## src/rtl/output_display_pkg.sv

```systemverilog
// Shared types, glyph/segment constants and BCD helpers for the output display.
package output_display_pkg;

    typedef enum logic {IDLE = 1'b0, CONV = 1'b1} state_t;

    localparam logic [3:0] DIG_BLANK  = 4'hA;
    localparam logic [3:0] DIG_MINUS  = 4'hB;
    localparam logic [6:0] SEG_BLANK  = 7'b0000000;
    localparam logic [6:0] SEG_MINUS  = 7'b1000000;
    localparam logic [6:0] SEG_ZERO   = 7'b0111111;
    localparam logic [3:0] SHIFT_LAST = 4'd8;

    localparam int DIG_ONES = 0;
    localparam int DIG_TENS = 1;
    localparam int DIG_HUND = 2;
    localparam int DIG_SIGN = 3;

    // 8'h80 in signed mode negates to 8'h80, which reads back as 128 unsigned.
    function automatic logic [7:0] magnitude(input logic [7:0] value, input logic is_signed);
        return (is_signed && value[7]) ? (~value + 8'd1) : value;
    endfunction

    function automatic logic [11:0] bcd_adjust(input logic [11:0] bcd);
        logic [11:0] r;
        r = bcd;
        for (int i = 0; i < 3; i++) begin
            if (bcd[i*4 +: 4] >= 4'd5)
                r[i*4 +: 4] = bcd[i*4 +: 4] + 4'd3;
        end
        return r;
    endfunction

endpackage

```

## src/rtl/output_display_seg7_decode.sv

```systemverilog
// Glyph code to active-high {g,f,e,d,c,b,a} segment pattern.
module seg7_decode
    import output_display_pkg::*;
(
    input  logic [3:0] glyph,
    output logic [6:0] seg
);

    always_comb begin
        seg = SEG_BLANK;
        case (glyph)
            4'd0:      seg = SEG_ZERO;
            4'd1:      seg = 7'b0000110;
            4'd2:      seg = 7'b1011011;
            4'd3:      seg = 7'b1001111;
            4'd4:      seg = 7'b1100110;
            4'd5:      seg = 7'b1101101;
            4'd6:      seg = 7'b1111101;
            4'd7:      seg = 7'b0000111;
            4'd8:      seg = 7'b1111111;
            4'd9:      seg = 7'b1101111;
            DIG_MINUS: seg = SEG_MINUS;
            default:   seg = SEG_BLANK;
        endcase
    end

endmodule

```

## src/rtl/output_display.sv

```systemverilog
// CPU output register consumer: latches a byte, converts to BCD by double-dabble,
// and scans it onto a 4-digit multiplexed 7-segment display.
//
//   state | meaning
//   IDLE  | display stable, waiting for load
//   CONV  | 8 shift-add-3 steps, then one completion edge (shift_cnt == 8)
module output_display
    import output_display_pkg::*;
#(
    parameter int SCAN_DIV      = 1024,
    parameter bit BLANK_LEADING = 1'b1
) (
    input  logic       clk,
    input  logic       clr,
    input  logic       load,
    input  logic [7:0] data_in,
    input  logic       signed_mode,
    output logic       busy,
    output logic [6:0] seg,
    output logic [3:0] dig_sel
);

    localparam int             SCW       = $clog2(SCAN_DIV);
    localparam logic [SCW-1:0] SCAN_LAST = SCW'(SCAN_DIV - 1);

    state_t         state, state_nxt;
    logic [3:0]     shift_cnt;
    logic [7:0]     mag;
    logic [11:0]    bcd;
    logic           conv_neg;
    logic           pend_valid, pend_signed;
    logic [7:0]     pend_data;
    logic [11:0]    disp_bcd, disp_bcd_nxt;
    logic           disp_neg, disp_neg_nxt;
    logic           done, start;
    logic [7:0]     src_data;
    logic           src_signed;
    logic [SCW-1:0] scan_cnt;
    logic           scan_wrap;
    logic [3:0]     dig_sel_nxt;
    logic [3:0]     glyph;
    logic [6:0]     seg_nxt;

    assign done  = (state == CONV) && (shift_cnt == SHIFT_LAST);
    assign start = (state == IDLE) ? load : (done && (load || pend_valid));
    // A load on the completion edge is newer than anything pending.
    assign src_data   = load ? data_in     : pend_data;
    assign src_signed = load ? signed_mode : pend_signed;

    always_ff @(posedge clk) begin
        if (!clr) state <= IDLE;
        else      state <= state_nxt;
    end

    always_comb begin
        state_nxt = state;
        case (state)
            IDLE: if (load) state_nxt = CONV;
            CONV: if (done && !start) state_nxt = IDLE;
        endcase
    end

    always_comb begin
        busy = (state == CONV);
    end

    always_ff @(posedge clk) begin
        if (!clr) begin
            shift_cnt   <= '0;
            mag         <= '0;
            bcd         <= '0;
            conv_neg    <= 1'b0;
            pend_valid  <= 1'b0;
            pend_data   <= '0;
            pend_signed <= 1'b0;
            disp_bcd    <= '0;
            disp_neg    <= 1'b0;
        end else begin
            if (start) begin
                {bcd, mag} <= {12'd0, magnitude(src_data, src_signed)};
                conv_neg   <= src_signed & src_data[7];
                shift_cnt  <= '0;
            end else if ((state == CONV) && !done) begin
                {bcd, mag} <= {bcd_adjust(bcd), mag} << 1;
                shift_cnt  <= shift_cnt + 4'd1;
            end
            if (done) begin
                pend_valid <= 1'b0;
            end else if (busy && load) begin
                pend_valid  <= 1'b1;
                pend_data   <= data_in;
                pend_signed <= signed_mode;
            end
            disp_bcd <= disp_bcd_nxt;
            disp_neg <= disp_neg_nxt;
        end
    end

    // seg is built from next-cycle display/digit values so it never lags dig_sel.
    assign disp_bcd_nxt = done ? bcd      : disp_bcd;
    assign disp_neg_nxt = done ? conv_neg : disp_neg;
    assign scan_wrap    = (scan_cnt == SCAN_LAST);
    assign dig_sel_nxt  = scan_wrap ? {dig_sel[2:0], dig_sel[3]} : dig_sel;

    always_comb begin
        glyph = disp_bcd_nxt[DIG_ONES*4 +: 4];
        if (dig_sel_nxt[DIG_SIGN])
            glyph = disp_neg_nxt ? DIG_MINUS : DIG_BLANK;
        else if (dig_sel_nxt[DIG_HUND])
            glyph = (BLANK_LEADING && (disp_bcd_nxt[11:8] == 4'd0)) ?
                    DIG_BLANK : disp_bcd_nxt[DIG_HUND*4 +: 4];
        else if (dig_sel_nxt[DIG_TENS])
            glyph = (BLANK_LEADING && (disp_bcd_nxt[11:4] == 8'd0)) ?
                    DIG_BLANK : disp_bcd_nxt[DIG_TENS*4 +: 4];
    end

    seg7_decode u_decode (
        .glyph (glyph),
        .seg   (seg_nxt)
    );

    always_ff @(posedge clk) begin
        if (!clr) begin
            scan_cnt <= '0;
            dig_sel  <= 4'b0001;
            seg      <= SEG_ZERO;
        end else begin
            scan_cnt <= scan_wrap ? '0 : scan_cnt + SCW'(1);
            dig_sel  <= dig_sel_nxt;
            seg      <= seg_nxt;
        end
    end

endmodule
```

## config.mk

```make
export PLATFORM = sky130hd
export DESIGN_NAME = output_display
export DESIGN_NICKNAME = d
export VERILOG_FILES = /design/src/rtl/output_display_pkg.sv /design/src/rtl/output_display_seg7_decode.sv /design/src/rtl/output_display.sv
export SDC_FILE = /design/constraint.sdc
export NUM_CORES = 1
export LEC_CHECK = 0
export ABC_AREA = 1
export ABC_CLOCK_PERIOD_IN_PS = 3000
export CORE_MARGIN = 10
export CORE_UTILIZATION = 55
export DETAILED_ROUTE_END_ITERATION = 8
export GPL_TIMING_DRIVEN = 0
export PLACE_DENSITY_LB_ADDON = 0.25
export SETUP_SLACK_MARGIN = 0.02
export SYNTH_ARGS = -nofsm -noshare
export SYNTH_HDL_FRONTEND = slang
export SYNTH_SLANG_ARGS = --single-unit
```

## constraint.sdc

```tcl
create_clock -name clk -period 3 [get_ports clk]
set_input_delay 0.6 -clock clk [delete_from_list [all_inputs] [get_ports clk]]
set_output_delay 0.6 -clock clk [all_outputs]
set_load 0.02 [all_outputs]
```

==> flow_summary.toml <==
[run_status]
status = "finished clean"

[clocking]
clk_latency_ns = 0.36
cts_tree = "built"
cts.clk_slew.worst_paths_ns = 0.08
htree_levels = 3
cts_hold_buffers = 0
cts_max_path_buffers = 2
cts_post_setup_buffers_inserted = 0
cts-resized-gates = 0
clk_root_buffer_cell = "clkbuf_8"
clkSinkCount = 70
cts_buffers = 9

[drt]
dr_total_vias = 3264
ant_nets = 0
drcViolationCount = 0
wl_mm = 7.81
drt-vias-per-instance = 5.22
first_iter_violations = 123
routedWlPerCell_um = 12.5
first_pass_iters = 5

[floorplanning]
dieWidth_um = 101
dieArea_sq_um = 10200
fp-row-count = 29
start_util_pct = 56.7
pin_count = 24
die_h_um = 101
core_region_area_sq_um = 6350

[critical_path]
regToRegSetupSlack_ns = 0.48
crit_type = "flop to flop"
required_ns = 3.25
reg2reg_to = "seg[6]$_SDFF_PN0_"
critical_path.cell_chain = "inv_1 > ha_1 > nand2_1 > nor2_2 > buf_4 > nand3_1 > nand2_1 > nand2_1 > nor2_2 > nand2_1 > nand2_1 > nand2_1 > and2_4 > inv_1 > ha_1 > inv_1 > nand3_1 > nand4_1 > nor2_1 > nor2_1"
critical_path_arrival_ns = 2.77
cp-end-kind = "flop"
ff2ff_path_depth = 20
crit_top_cell = "nand2_1"
crit-reg2reg-launch = "shift_cnt[0]$_SDFFE_PP0P_"
crit_path_max_fanout = 10
slowest_stage = "dfxtp_1"
critPathMaxStageDelay_ns = 0.34
cp-start-kind = "flop"

[power_and_ir_drop]
total_power_uw = 2110
vdd_drop_max_mv = 0.319
p_leak_uw = 0.00181
power.density_nw_per_um2 = 506

[logic_synthesis]
synthesis.nets = 536
ys_warn_count = 0
ys_ff_latch = 70
syn_avg_cell_area_sq_um = 7.07
yosys.cell_types.count = 39
synth_top_cell_by_area = "dfxtp_1"
synth_top_area_share_pct = 38.9
synth-edff-count = 0
synth_area_leaders = "dfxtp_1 39%, nand2_1 12%, inv_1 7.0%"
synth.yosys.seq_area_share_pct = 38.9
ys.flop_type = "dfxtp_1"
syn_inst = 509
syn-cell-area_sq_um = 3600
synth-async-reset-ratio_pct = 0

[finish]
nNetsFinal = 570
antenna_cells = 0
fillers = 549
final_common_cell = "nand2_1"
syn_to_final_growth_pct = 16.0
layout_common_cells = "113 x nand2_1, 70 x dfxtp_1, 67 x inv_1, 60 x nor2_1, 36 x a21oi_1"
drive_above_1_share_pct = 8.21

[timing]
worst_slack_ns = 0.480
finalHoldViolCount = 0
timing.fmax_ghz = 0.397
tns_ns = 0
rsz0062_at_grt = "false"
setup-violations-final = 0
maxSlewHeadroom_pct = 64.3
slew_viol_final = 0
fin_skew_ns = 0.00770
timing.final.crit_share_pct = 84.0
post-route-min-period_ns = 2.52
worstMarginPinSlew_ns = 0.535

[hold_path]
worstHoldStart = "pend_data[0]$_SDFFE_PN0P_"
hold_depth = 2
hold_end = "pend_data[0]$_SDFFE_PN0P_"
hold_path.class = "flop to flop"

[global_route]
grt_remaining_overflow = 0
grt_max_degree = 13
grt_pass1_vias = 3039
antenna_found_initial = 0
grt_pass1_wl_mm = 13.6
grt_usage_pct = 16.0

[place]
place_congestion = 0.833
hpwl_mm = 5.60
numPortBuffers = 23
pre_cts_slack_ns = 0.248

[flow_run]
maxCapViolCount = 0
[per-layer routing]
metal / track usage [%] / share of wire (%)
met1: 19.5 / 46
met2: 26.0 / 47
met3: 3.29 / 4.8
met4: 8.15 / 2.3
met5: 0 / 0
[critical path: cells and delay by family, from the launching register on]
| family | cells | cell delay [ns] |
|---|---|---|
| and+or+nand+nor | 14 | 1.36 |
| buffers and inverters | 4 | 0.39 |
| DFF | 1 | 0.34 |
| adders and majority gates | 2 | 0.34 |
[worst max path at each step]
| stage | start | endpoint |
|---|---|---|
| 2_1_floorplan | shift_cnt[0]$_SDFFE_PP0P_ | seg[3]$_SDFF_PN1_ |
| 3_3_place_gp | load | mag[6]$_SDFFE_PN0P_ |
| 3_5_place_dp | load | mag[6]$_SDFFE_PN0P_ |
| 4_1_cts | shift_cnt[0]$_SDFFE_PP0P_ | seg[3]$_SDFF_PN1_ |
| 5_1_grt | shift_cnt[0]$_SDFFE_PP0P_ | seg[6]$_SDFF_PN0_ |
| 6_report | shift_cnt[0]$_SDFFE_PP0P_ | seg[6]$_SDFF_PN0_ |
[state kept, by name (all words and copies together) (netlist names)]
signal and cells:
pend_valid 1, pend_data 8, bcd 12, scan_cnt 10, conv_neg 1, pend_signed 1
disp_neg 1, dig_sel 4, disp_bcd 12, seg 7, mag 8, shift_cnt 4
busy 1
[layout make-up]
cell class | count | area [sq um] | area share [%]
sequential | 70 | 1400 | 33.6
timing repair buffer | 23 | 230 | 5.52
tap | 77 | 96.3 | 2.31
clock buffer | 11 | 141 | 3.39
inverter | 73 | 274 | 6.56
clock inverter | 5 | 106 | 2.55
buffer | 15 | 72.6 | 1.74
multi-input combinational | 351 | 1850 | 44.4
[per-stage QoR]
step / instance area (sq um) / utilization [%] / hold WS [ns] / std cells
after CTS: 4170 / 65.7 / 0.457 / 625
after detailed placement: 3930 / 61.8 / 0.444 / 609
after global routing: 4170 / 65.7 / 0.489 / 625
after floorplan: 3600 / - / 0.418 / 509
final: 4170 / 65.7 / 0.455 / 625
after global placement: 3930 / 61.8 / 0.427 / 609
[power by group]
group / internal [uW] / switching, uW
Combinational: 67.3 / 125
Sequential: 958 / 17.0
Clock: 577 / 369
Total: 1600 / 512
[logic make-up after synthesis]
family,count (synthesis),synth area share (%)
AOI/OAI and AO/OA,87,13.5
xor gates and xnor gates,13,3.16
adders and majority gates,15,5.21
buffers and inverters,88,9.63
DFF,70,38.9
and+or+nand+nor,236,29.5
[Yosys cell counts, types with 3 or more instances]
| cell type | instances |
|---|---|
| dfxtp_1 | 70 |
| nor2_4 | 3 |
| a31oi_1 | 4 |
| nor2_2 | 3 |
| a211oi_1 | 6 |
| buf_2 | 4 |
| nand4_1 | 6 |
| o21ai_0 | 28 |
| a221oi_1 | 4 |
| a22oi_1 | 3 |
| nand2_1 | 113 |
| inv_2 | 5 |
| nand2_2 | 4 |
| xor2_1 | 12 |
| ha_1 | 15 |
| inv_1 | 67 |
| nor2_1 | 60 |
| a21oi_1 | 36 |
| clkbuf_1 | 8 |
| nand3_1 | 32 |
No activity file was read; power rests on OpenSTA's default activity.
